[src/rtl/rename_reg_file_if.sv]
// Dispatch, rename, checkpoint, commit and recovery signals of the rename register file.
// The master drives requests; the slave (register file) returns operands and checkpoint status.
interface rename_reg_file_if #(
   parameter int unsigned XLEN   = 32,
   parameter int unsigned NREG   = 32,
   parameter int unsigned ROB_W  = 4,
   parameter int unsigned CKPT_N = 4
);
   localparam int unsigned REG_W  = $clog2(NREG);
   localparam int unsigned CKPT_W = $clog2(CKPT_N);

   logic              rdy;
   logic [REG_W-1:0]  rs1;
   logic [REG_W-1:0]  rs2;
   logic [XLEN-1:0]   vj;
   logic [XLEN-1:0]   vk;
   logic              qj_busy;
   logic              qk_busy;
   logic [ROB_W-1:0]  qj;
   logic [ROB_W-1:0]  qk;
   logic              ren_en;
   logic [REG_W-1:0]  ren_rd;
   logic [ROB_W-1:0]  ren_tag;
   logic              ckpt_alloc;
   logic [CKPT_W-1:0] ckpt_id;
   logic              ckpt_full;
   logic [CKPT_W:0]   ckpt_count;
   logic              ckpt_release;
   logic              cm_en;
   logic [REG_W-1:0]  cm_rd;
   logic [ROB_W-1:0]  cm_tag;
   logic [XLEN-1:0]   cm_val;
   logic              recover;
   logic [CKPT_W-1:0] recover_id;
   logic              flush;

   modport master (
      output rdy, rs1, rs2, ren_en, ren_rd, ren_tag, ckpt_alloc, ckpt_release,
             cm_en, cm_rd, cm_tag, cm_val, recover, recover_id, flush,
      input  vj, vk, qj_busy, qk_busy, qj, qk, ckpt_id, ckpt_full, ckpt_count
   );

   modport slave (
      input  rdy, rs1, rs2, ren_en, ren_rd, ren_tag, ckpt_alloc, ckpt_release,
             cm_en, cm_rd, cm_tag, cm_val, recover, recover_id, flush,
      output vj, vk, qj_busy, qk_busy, qj, qk, ckpt_id, ckpt_full, ckpt_count
   );
endinterface

[src/rtl/rename_reg_file.sv]
// Architectural register file with rename (busy/tag) table, commit bypass and a circular
// buffer of rename-table checkpoints for branch recovery.
module rename_reg_file #(
   parameter int unsigned XLEN   = 32,
   parameter int unsigned NREG   = 32,
   parameter int unsigned ROB_W  = 4,
   parameter int unsigned CKPT_N = 4
) (
   input logic               clk,
   input logic               rst,
   rename_reg_file_if.slave  rf_io
);
   localparam int unsigned CKPT_W = $clog2(CKPT_N);
   localparam logic [CKPT_W:0] CntFull = (CKPT_W+1)'(CKPT_N);

   logic [XLEN-1:0]   v_q       [NREG];
   logic [XLEN-1:0]   v_d       [NREG];
   logic [NREG-1:0]   busy_q, busy_d;
   logic [ROB_W-1:0]  tag_q     [NREG];
   logic [ROB_W-1:0]  tag_d     [NREG];
   logic [NREG-1:0]   ck_busy_q [CKPT_N];
   logic [NREG-1:0]   ck_busy_d [CKPT_N];
   logic [ROB_W-1:0]  ck_tag_q  [CKPT_N][NREG];
   logic [ROB_W-1:0]  ck_tag_d  [CKPT_N][NREG];
   logic [CKPT_W-1:0] head_q, head_d, tail_q, tail_d;
   logic [CKPT_W:0]   count_q, count_d;
   logic [CKPT_W-1:0] rec_span, rec_off;
   logic              full, do_alloc, do_rel, rec_live;

   assign full             = (count_q == CntFull);
   assign rf_io.ckpt_id    = tail_q;
   assign rf_io.ckpt_full  = full;
   assign rf_io.ckpt_count = count_q;

   // x0 is never written nor renamed, so its stored zeros need no special read path.
   always_comb begin
      rf_io.vj      = v_q[rf_io.rs1];
      rf_io.qj_busy = busy_q[rf_io.rs1];
      rf_io.qj      = tag_q[rf_io.rs1];
      if (rf_io.cm_en && rf_io.cm_rd == rf_io.rs1 && busy_q[rf_io.rs1] &&
          tag_q[rf_io.rs1] == rf_io.cm_tag) begin
         rf_io.qj_busy = 1'b0;
         rf_io.vj      = rf_io.cm_val;
      end
      rf_io.vk      = v_q[rf_io.rs2];
      rf_io.qk_busy = busy_q[rf_io.rs2];
      rf_io.qk      = tag_q[rf_io.rs2];
      if (rf_io.cm_en && rf_io.cm_rd == rf_io.rs2 && busy_q[rf_io.rs2] &&
          tag_q[rf_io.rs2] == rf_io.cm_tag) begin
         rf_io.qk_busy = 1'b0;
         rf_io.vk      = rf_io.cm_val;
      end
   end

   always_comb begin
      v_d       = v_q;
      busy_d    = busy_q;
      tag_d     = tag_q;
      ck_busy_d = ck_busy_q;
      ck_tag_d  = ck_tag_q;
      head_d    = head_q;
      tail_d    = tail_q;
      count_d   = count_q;
      do_alloc  = 1'b0;
      do_rel    = 1'b0;
      rec_span  = rf_io.recover_id - head_q + CKPT_W'(1);

      if (rf_io.cm_en && rf_io.cm_rd != '0) v_d[rf_io.cm_rd] = rf_io.cm_val;

      // Scrub snapshots so a later recover does not resurrect an already-committed producer.
      if (rf_io.cm_en) begin
         for (int s = 0; s < CKPT_N; s++) begin
            if (ck_busy_q[CKPT_W'(s)][rf_io.cm_rd] &&
                ck_tag_q[CKPT_W'(s)][rf_io.cm_rd] == rf_io.cm_tag) begin
               ck_busy_d[CKPT_W'(s)][rf_io.cm_rd] = 1'b0;
            end
         end
      end

      if (rf_io.flush) begin
         busy_d  = '0;
         head_d  = '0;
         tail_d  = '0;
         count_d = '0;
      end else if (rf_io.recover) begin
         busy_d  = ck_busy_d[rf_io.recover_id];
         tag_d   = ck_tag_q[rf_io.recover_id];
         tail_d  = rf_io.recover_id + CKPT_W'(1);
         count_d = (rec_span == '0) ? CntFull : {1'b0, rec_span};
         if (rf_io.ckpt_release) begin
            head_d  = head_q + CKPT_W'(1);
            count_d = count_d - (CKPT_W+1)'(1);
         end
      end else begin
         if (rf_io.cm_en && busy_q[rf_io.cm_rd] && tag_q[rf_io.cm_rd] == rf_io.cm_tag &&
             !(rf_io.ren_en && rf_io.ren_rd == rf_io.cm_rd)) begin
            busy_d[rf_io.cm_rd] = 1'b0;
         end
         if (rf_io.ren_en && rf_io.ren_rd != '0) begin
            busy_d[rf_io.ren_rd] = 1'b1;
            tag_d[rf_io.ren_rd]  = rf_io.ren_tag;
         end
         do_alloc = rf_io.ckpt_alloc && !full;
         do_rel   = rf_io.ckpt_release && (count_q != '0);
         if (do_alloc) begin
            ck_busy_d[tail_q] = busy_d;
            ck_tag_d[tail_q]  = tag_d;
            tail_d            = tail_q + CKPT_W'(1);
         end
         if (do_rel) head_d = head_q + CKPT_W'(1);
         count_d = count_q + (CKPT_W+1)'(do_alloc) - (CKPT_W+1)'(do_rel);
      end
   end

   always_ff @(posedge clk) begin
      if (rst) begin
         v_q       <= '{default: '0};
         busy_q    <= '0;
         tag_q     <= '{default: '0};
         ck_busy_q <= '{default: '0};
         ck_tag_q  <= '{default: '0};
         head_q    <= '0;
         tail_q    <= '0;
         count_q   <= '0;
      end else if (rf_io.rdy) begin
         v_q       <= v_d;
         busy_q    <= busy_d;
         tag_q     <= tag_d;
         ck_busy_q <= ck_busy_d;
         ck_tag_q  <= ck_tag_d;
         head_q    <= head_d;
         tail_q    <= tail_d;
         count_q   <= count_d;
      end
   end

   assign rec_off  = rf_io.recover_id - head_q;
   assign rec_live = ({1'b0, rec_off} < count_q);

   rec_id_live_a: assert property (@(posedge clk) disable iff (rst)
      (rf_io.rdy && rf_io.recover && !rf_io.flush) |-> rec_live);
endmodule

[src/flat_wrapper.sv]
// flat-port wrapper written by rule: the top's interface ports become plain ports
module rename_reg_file_flat 
#(
   parameter int unsigned XLEN   = 32,
   parameter int unsigned NREG   = 32,
   parameter int unsigned ROB_W  = 4,
   parameter int unsigned CKPT_N = 4
)
  (clk, rst, rf_io_rdy, rf_io_rs1, rf_io_rs2, rf_io_ren_en, rf_io_ren_rd, rf_io_ren_tag, rf_io_ckpt_alloc, rf_io_ckpt_release, rf_io_cm_en, rf_io_cm_rd, rf_io_cm_tag, rf_io_cm_val, rf_io_recover, rf_io_recover_id, rf_io_flush, rf_io_vj, rf_io_vk, rf_io_qj_busy, rf_io_qk_busy, rf_io_qj, rf_io_qk, rf_io_ckpt_id, rf_io_ckpt_full, rf_io_ckpt_count);
  rename_reg_file_if #(.XLEN(XLEN), .NREG(NREG), .ROB_W(ROB_W), .CKPT_N(CKPT_N)) rf_io_i ();
  input logic clk;
  input logic rst;
  input wire logic [$bits(rf_io_i.rdy)-1:0] rf_io_rdy;
  input wire logic [$bits(rf_io_i.rs1)-1:0] rf_io_rs1;
  input wire logic [$bits(rf_io_i.rs2)-1:0] rf_io_rs2;
  input wire logic [$bits(rf_io_i.ren_en)-1:0] rf_io_ren_en;
  input wire logic [$bits(rf_io_i.ren_rd)-1:0] rf_io_ren_rd;
  input wire logic [$bits(rf_io_i.ren_tag)-1:0] rf_io_ren_tag;
  input wire logic [$bits(rf_io_i.ckpt_alloc)-1:0] rf_io_ckpt_alloc;
  input wire logic [$bits(rf_io_i.ckpt_release)-1:0] rf_io_ckpt_release;
  input wire logic [$bits(rf_io_i.cm_en)-1:0] rf_io_cm_en;
  input wire logic [$bits(rf_io_i.cm_rd)-1:0] rf_io_cm_rd;
  input wire logic [$bits(rf_io_i.cm_tag)-1:0] rf_io_cm_tag;
  input wire logic [$bits(rf_io_i.cm_val)-1:0] rf_io_cm_val;
  input wire logic [$bits(rf_io_i.recover)-1:0] rf_io_recover;
  input wire logic [$bits(rf_io_i.recover_id)-1:0] rf_io_recover_id;
  input wire logic [$bits(rf_io_i.flush)-1:0] rf_io_flush;
  output wire logic [$bits(rf_io_i.vj)-1:0] rf_io_vj;
  output wire logic [$bits(rf_io_i.vk)-1:0] rf_io_vk;
  output wire logic [$bits(rf_io_i.qj_busy)-1:0] rf_io_qj_busy;
  output wire logic [$bits(rf_io_i.qk_busy)-1:0] rf_io_qk_busy;
  output wire logic [$bits(rf_io_i.qj)-1:0] rf_io_qj;
  output wire logic [$bits(rf_io_i.qk)-1:0] rf_io_qk;
  output wire logic [$bits(rf_io_i.ckpt_id)-1:0] rf_io_ckpt_id;
  output wire logic [$bits(rf_io_i.ckpt_full)-1:0] rf_io_ckpt_full;
  output wire logic [$bits(rf_io_i.ckpt_count)-1:0] rf_io_ckpt_count;
  assign rf_io_i.rdy = rf_io_rdy;
  assign rf_io_i.rs1 = rf_io_rs1;
  assign rf_io_i.rs2 = rf_io_rs2;
  assign rf_io_i.ren_en = rf_io_ren_en;
  assign rf_io_i.ren_rd = rf_io_ren_rd;
  assign rf_io_i.ren_tag = rf_io_ren_tag;
  assign rf_io_i.ckpt_alloc = rf_io_ckpt_alloc;
  assign rf_io_i.ckpt_release = rf_io_ckpt_release;
  assign rf_io_i.cm_en = rf_io_cm_en;
  assign rf_io_i.cm_rd = rf_io_cm_rd;
  assign rf_io_i.cm_tag = rf_io_cm_tag;
  assign rf_io_i.cm_val = rf_io_cm_val;
  assign rf_io_i.recover = rf_io_recover;
  assign rf_io_i.recover_id = rf_io_recover_id;
  assign rf_io_i.flush = rf_io_flush;
  assign rf_io_vj = rf_io_i.vj;
  assign rf_io_vk = rf_io_i.vk;
  assign rf_io_qj_busy = rf_io_i.qj_busy;
  assign rf_io_qk_busy = rf_io_i.qk_busy;
  assign rf_io_qj = rf_io_i.qj;
  assign rf_io_qk = rf_io_i.qk;
  assign rf_io_ckpt_id = rf_io_i.ckpt_id;
  assign rf_io_ckpt_full = rf_io_i.ckpt_full;
  assign rf_io_ckpt_count = rf_io_i.ckpt_count;
  rename_reg_file #(.XLEN(XLEN), .NREG(NREG), .ROB_W(ROB_W), .CKPT_N(CKPT_N)) u_core (.clk(clk), .rst(rst), .rf_io(rf_io_i));
endmodule
[config.mk]
export PLATFORM = sky130hd
export DESIGN_NAME = rename_reg_file_flat
export DESIGN_NICKNAME = d
export VERILOG_FILES = /design/src/rtl/rename_reg_file_if.sv /design/src/rtl/rename_reg_file.sv /design/src/flat_wrapper.sv
export SDC_FILE = /design/constraint.sdc
export NUM_CORES = 2
export LEC_CHECK = 0
export BUFFER_PORTS_ARGS = -buffer_cell sky130_fd_sc_hd__buf_4
export CAP_MARGIN = 20
export CORE_MARGIN = 2
export CORE_UTILIZATION = 40
export CTS_CLUSTER_DIAMETER = 40
export DETAILED_ROUTE_END_ITERATION = 10
export GPL_ROUTABILITY_DRIVEN = 1
export PLACE_DENSITY = 0.57
export SYNTH_ARGS = -nofsm -noshare
export SYNTH_HDL_FRONTEND = slang
export SYNTH_SLANG_ARGS = --single-unit
[constraint.sdc]
create_clock -name clk -period 7 [get_ports clk]
set_input_delay 0.35 -clock clk [delete_from_list [all_inputs] [get_ports clk]]
set_output_delay 0.35 -clock clk [all_outputs]
set_load 0.05 [all_outputs]
# Yosys cells after proc, flatten, opt, wreduce, memory -nomap -nowiden
# Index checks and enable logic that the tools add are counted.
[classes] n_addsub=8 magnitude_cmp=15 n_eq_ne=10 mux=86 n_bitwise=13 n_reduce_logical=34
[ops] cell="128-bit 2-to-1 mux" n=10
[ops] cell="1024-bit bitwise mux" n=1
[ops] cell="32-bit 2-to-1 mux" n=20
[ops] cell="512-bit bitwise mux" n=1
[ops] cell="32-bit binary-select mux with 5-bit select" n=2
[ops] cell="128-bit binary-select mux with 2-bit select" n=1
[ops] cell="128-bit bitwise mux" n=2
[ops] cell="128-bit demux with 2-bit select" n=1
[ops] cell="32-bit demux with 5-bit select" n=1
[ops] cell="4-bit binary-select mux with 5-bit select" n=5
[ops] cell="32-bit bitwise AND" n=3
[ops] cell="32-bit binary-select mux with 2-bit select" n=1
[ops] cell="32-bit demux with 2-bit select" n=1
[ops] cell="64-bit 2-to-1 mux" n=1
[ops] cell="4-bit 2-to-1 mux" n=11
[ops] cell="32-bit NOT" n=1
[ops] cell="32-bit OR" n=1
[ops] cell="1-bit binary-select mux with 5-bit select" n=5
[ops] cell="6-bit greater-or-equal comparator (second input constant)" n=4
[ops] cell="5-bit by 6-bit less-than comparator with 1-bit output (second input constant)" n=4
[ops] cell="5-bit NOT with 6-bit output" n=4
[ops] cell="1-bit logical AND" n=21
[ops] cell="4-bit demux with 5-bit select" n=1
[ops] cell="4-bit equality test" n=5
[ops] cell="25 further kinds" n=59
[word_totals] regBits=1831 input_bits=71 out_inout_bits=80 word_cells=366

# Logic depth before layout (Yosys ltp)
[logic_depth] ltp_word=18 ltp_mapped=15 mapped_depth_nobuf=11

# Worst setup path after synthesis
# Ideal clock, no wire load.
[synth_path] path_kind="input port to output port" start="input rf_io_rs2[1]" end="output rf_io_vk[10]" t_arrival_ps=3535 required_time_ps=6650 path_slack_ps=3115 cell_stages=11 n_path_buf=4 path_cell_list="buf_2 -> clkbuf_1 -> clkbuf_1 -> mux4_2 -> mux4_2 -> mux2_2 -> xor2_1 -> nor2_1 -> nand2_2 -> buf_6 -> mux2_1"
[synth_via] elab_chain_cells=7 elab_cells_between_ends=15 cone_classes="2 x eq/ne; 9 x mux; 1 x bitwise; 3 x reduce/logical"
[synth_rtl] item="start, declared" line="flat_wrapper.sv:15" rtl="input wire logic [$bits(rf_io_i.rs2)-1:0] rf_io_rs2;"
[synth_rtl] item="5-bit NOT with 6-bit output"
[synth_rtl] item="4-bit binary-select mux with 5-bit select"
[synth_rtl] item="4-bit 2-to-1 mux (2 in series)"
[synth_rtl] item="named net rf_io_qk[0]" line="flat_wrapper.sv:33" rtl="output wire logic [$bits(rf_io_i.qk)-1:0] rf_io_qk;"
[synth_rtl] item="4-bit equality test" line="rename_reg_file.sv:49" rtl="tag_q[rf_io.rs2] == rf_io.cm_tag) begin"
[synth_rtl] item="1-bit logical AND" line="rename_reg_file.sv:48" rtl="if (rf_io.cm_en && rf_io.cm_rd == rf_io.rs2 && busy_q[rf_io.rs2] &&"
[synth_rtl] item="32-bit 2-to-1 mux" line="rename_reg_file.sv:48"
[synth_rtl] item="end, declared" line="flat_wrapper.sv:29" rtl="output wire logic [$bits(rf_io_i.vk)-1:0] rf_io_vk;"
# The timed path passes the listed nets, and every way through them passes these cells. The select of a mux whose other input is x is not followed.

# Final worst setup path
[layout_path] start="register u_core.tag_q[33] in the netlist's numbering" end="output rf_io_vk[11]"
[layout_via] elab_chain_cells=6
[layout_rtl] item="start, declared" line="rename_reg_file.sv:19" rtl="logic [ROB_W-1:0] tag_q [NREG];"
[layout_rtl] item="start signal, assigned" line="rename_reg_file.sv:128" rtl="tag_q <= tag_d;"
[layout_rtl] item="4-bit binary-select mux with 5-bit select" line="rename_reg_file.sv:49"
[layout_rtl] item="4-bit 2-to-1 mux (not written as such) (2 in series)" line="rename_reg_file.sv:49"
[layout_rtl] item="4-bit equality test" line="rename_reg_file.sv:49"
[layout_rtl] item="1-bit logical AND" line="rename_reg_file.sv:48"
[layout_rtl] item="32-bit 2-to-1 mux" line="rename_reg_file.sv:48"
# Every way passes these cells. The select of a mux whose other input is x is not followed.

==> metrics.yaml <==
hold_path_class: "in -> reg"
p_sw_share_pct: 25.6
grt_pass1_wl_mm: 553
peakVddDrop_uv: 227
timing.final.crit_share_pct: 78.0
ys_seq_area_share_pct: 38.7
preCtsSetupSlack_ns: 1.53
pwr-share-comb_pct: 6.9
io_buffers: 150
synth_edf_count: 0
p_per_area_nw_per_um2: 264
highest_layer: "met5"
gr-usage-all-layers_pct: 30.6
crit_fanout: 33
dp_cells: 12400
setup_viol: 0
worstSetupStartpointType: "register"
rsz0062_at_grt: "false"
yosysWarnings: 0
ys_ff_latch: 1831
initial_core_util_pct: 40.3
core_um2: 235000
grt_pass1_vias: 80300
drtIter0Drc: 11900
ant_nets: 0
tightestPinTransition_ns: 1.32
fill_cells: 21800
die_w_um: 491
slew_violations: 0
met2_wirelength_mm: 166
hold_viol: 0
gp_congestion: 0.956
syn_area_um2: 94800
root_buffer: "clkbuf_16"
internal_power_mw: 21.5
syn2layout_area_growth_pct: 15.2
cts.clk_slew.worst_paths_ns: 0.05
fin_crit_ns: 5.46
cts.sinks: 1831
placementRows: 178
routedWlPerCell_um: 29.2
viasPerCell: 6.40
wl_met3_mm: 48.0
power_mw: 28.9
maxCapViolations: 0
cts_tree: "done"
pwr-share-seq_pct: 36.9
vias: 83800
status: "finished clean"
cts_buffers: 334
synth.distinct_cells: 79
dp_hpwl_mm: 214
drive_gt1_share_pct: 20.9
fin_cells: 13100
cts.repair.resized: 0
whs_path_depth: 4
endpoint_kind: "output port"
io_pins: 151
cts_buffer_depth: 4
wl_met1_mm: 146
synth_flop_cell: "dfxtp_1"
power_frac_clock_pct: 56.2
fmax_ghz: 0.183
clkLatencyLatePin_ns: 0.97
first_pass_iters: 6
relSlewSlack_pct: 12.1
synthCells: 10000
h-tree-depth: 5
r2r_cells: 9
antenna_found_initial: 22
cts_setup_buffers: 0
leakage_nw: 35.6
drc: 0
holdBufCountCts: 37
fin_setup_tns_ns: 0
path_class: "reg -> out"
grt_max_degree: 199
r2r_slack_ns: 2.39
power_switching_mw: 7.37
setup_slack_ns: 1.54
synthArstFlopShare_pct: 0
die_area_um2: 241000
syn-num-nets: 10100
avgSynthCellArea_um2: 9.44
wirelength_mm: 382
cp_data_arrival_time_ns: 5.11
clock_skew_ns: 0.0978
die_h_um: 491
final_nets: 9746
required_ns: 6.65
gr-total-overflow: 0
-- flip-flops by register name, indices dropped and copies added (netlist names) --
signal,cells
u_core.v_q,1024
u_core.ck_tag_q,512
u_core.ck_busy_q,128
u_core.tag_q,128
u_core.busy_q,32
u_core.rf_io.ckpt_count,3
u_core.head_q,2
u_core.rf_io.ckpt_id,2
-- metrics by stage --
| step | utilization (%) | instance area, um2 | hold slack [ns] |
|---|---|---|---|
| 2_1_floorplan | - | 94800 | 0.433 |
| 3_3_place_gp | 41.4 | 97500 | 0.439 |
| 3_5_place_dp | 41.4 | 97500 | 0.446 |
| 4_1_cts | 46.3 | 109000 | 0.0211 |
| 5_1_grt | 46.4 | 109000 | 0.0616 |
| 6_report | 46.4 | 109000 | 0.0725 |
-- cell usage in the layout, fill, tap and decap left out, drive strengths merged, types with 66 or more instances in the layout --
| cell type | count |
|---|---|
| mux2 | 155 |
| o211ai | 150 |
| buf | 331 |
| nor3 | 66 |
| clkinv | 90 |
| o22ai | 151 |
| a21oi | 1077 |
| nand2 | 2231 |
| o21ai | 152 |
| a211oi | 576 |
| clkbuf | 404 |
| mux2i | 316 |
| inv | 83 |
| mux4 | 897 |
| dfxtp | 1831 |
| nor2 | 799 |
-- layout make-up --
cell class / count / area, um2 / share of cell area [%]
Timing Repair Buffer: 369 / 3300 / 3.02
Inverter: 47 / 178 / 0.163
Clock inverter: 192 / 2080 / 1.91
Sequential cell: 1831 / 36700 / 33.6
Multi-Input combinational cell: 7086 / 54000 / 49.4
Antenna cell: 13 / 32.5 / 0.0298
Clock buffer: 403 / 9030 / 8.27
Tap cell: 3150 / 3940 / 3.61
-- power groups by stage --
stage	clock network, mW	registers (mW)	logic (mW)
after floorplan	0	10.8	1.33
after global placement	0	10.9	1.89
after detailed placement	0	10.9	1.91
after CTS	16.3	10.7	1.93
after global routing	16.8	10.7	2.07
final	16.2	10.7	1.99
-- routing by layer --
metal / up-vias / GRT usage, %
met1: 41200 / 39.9
li1: 35900 / -
met4: 26 / 16.7
met5: - / 0.496
met2: 5438 / 45.2
met3: 1265 / 9.33
-- synth_stat cells (9+ instances only) --
master / number / area, um2
a211oi_1: 574 / 4310
a21oi_1: 1077 / 5390
a221oi_1: 20 / 175
a22oi_1: 18 / 135
a2bb2oi_1: 11 / 96.3
a311o_1: 19 / 190
a311oi_1: 25 / 219
a31o_2: 14 / 123
a31oi_1: 22 / 138
and3_1: 42 / 263
buf_1: 108 / 405
buf_2: 98 / 490
buf_4: 17 / 128
buf_6: 23 / 259
clkbuf_1: 833 / 3130
dfxtp_1: 1831 / 36700
inv_1: 45 / 169
mux2_1: 12 / 135
mux2_2: 108 / 1220
mux2_4: 35 / 526
mux2i_1: 316 / 3160
mux4_2: 897 / 20200
nand2_1: 2229 / 8370
nand3_1: 26 / 130
nand3b_1: 29 / 218
nand4_1: 26 / 163
nor2_1: 799 / 3000
nor2b_1: 41 / 257
nor3_1: 65 / 325
nor4_1: 19 / 119
o2111ai_1: 10 / 87.6
o211ai_1: 150 / 1130
o21ai_0: 149 / 746
o21bai_1: 20 / 150
o221ai_1: 9 / 78.8
o22ai_1: 151 / 945
o311ai_1: 16 / 140
or3_1: 23 / 144
or4_1: 9 / 67.6
xnor2_1: 13 / 114
xor2_1: 14 / 123
-- critical path, stage by stage (launching register included) --
cell and delay (ns):
dfxtp_1 0.36, mux4_2 0.49, mux4_2 0.52, mux2_2 0.33, and2_1 0.17, nor3_1 0.50, and3b_1 0.34, nand2_4 0.57
mux2_1 0.58, buf_4 0.20
-- path summary, 6_finish.rpt --
| check | from | to |
|---|---|---|
| worst max-delay path | u_core.tag_q[33] | rf_io_vk[11] |
| worst min-delay path | rf_io_ren_rd[1] | u_core.busy_q[14] |
| worst max register to register | u_core.ck_tag_q[348] | u_core.ck_busy_q[79] |
| worst min register to register | u_core.ck_busy_q[0] | u_core.ck_busy_q[0] |
-- logic make-up (layout without fill, tap and decap cells) --
| group | after synthesis | in the layout | share of synthesized area, % |
|---|---|---|---|
| AOI/OAI and AO/OA | 2312 | 2312 | 15.1 |
| xor gates and xnor gates | 27 | 27 | 0.250 |
| adders and majority gates | 6 | 6 | 0.0871 |
| buffers and inverters | 1127 | 1011 | 4.85 |
| DFF | 1831 | 1831 | 38.7 |
| muxes | 1368 | 1368 | 26.6 |
| other | 0 | 13 | 0 |
| and+or+nand+nor | 3373 | 3373 | 14.4 |
Power figures use the tool's default switching activity.
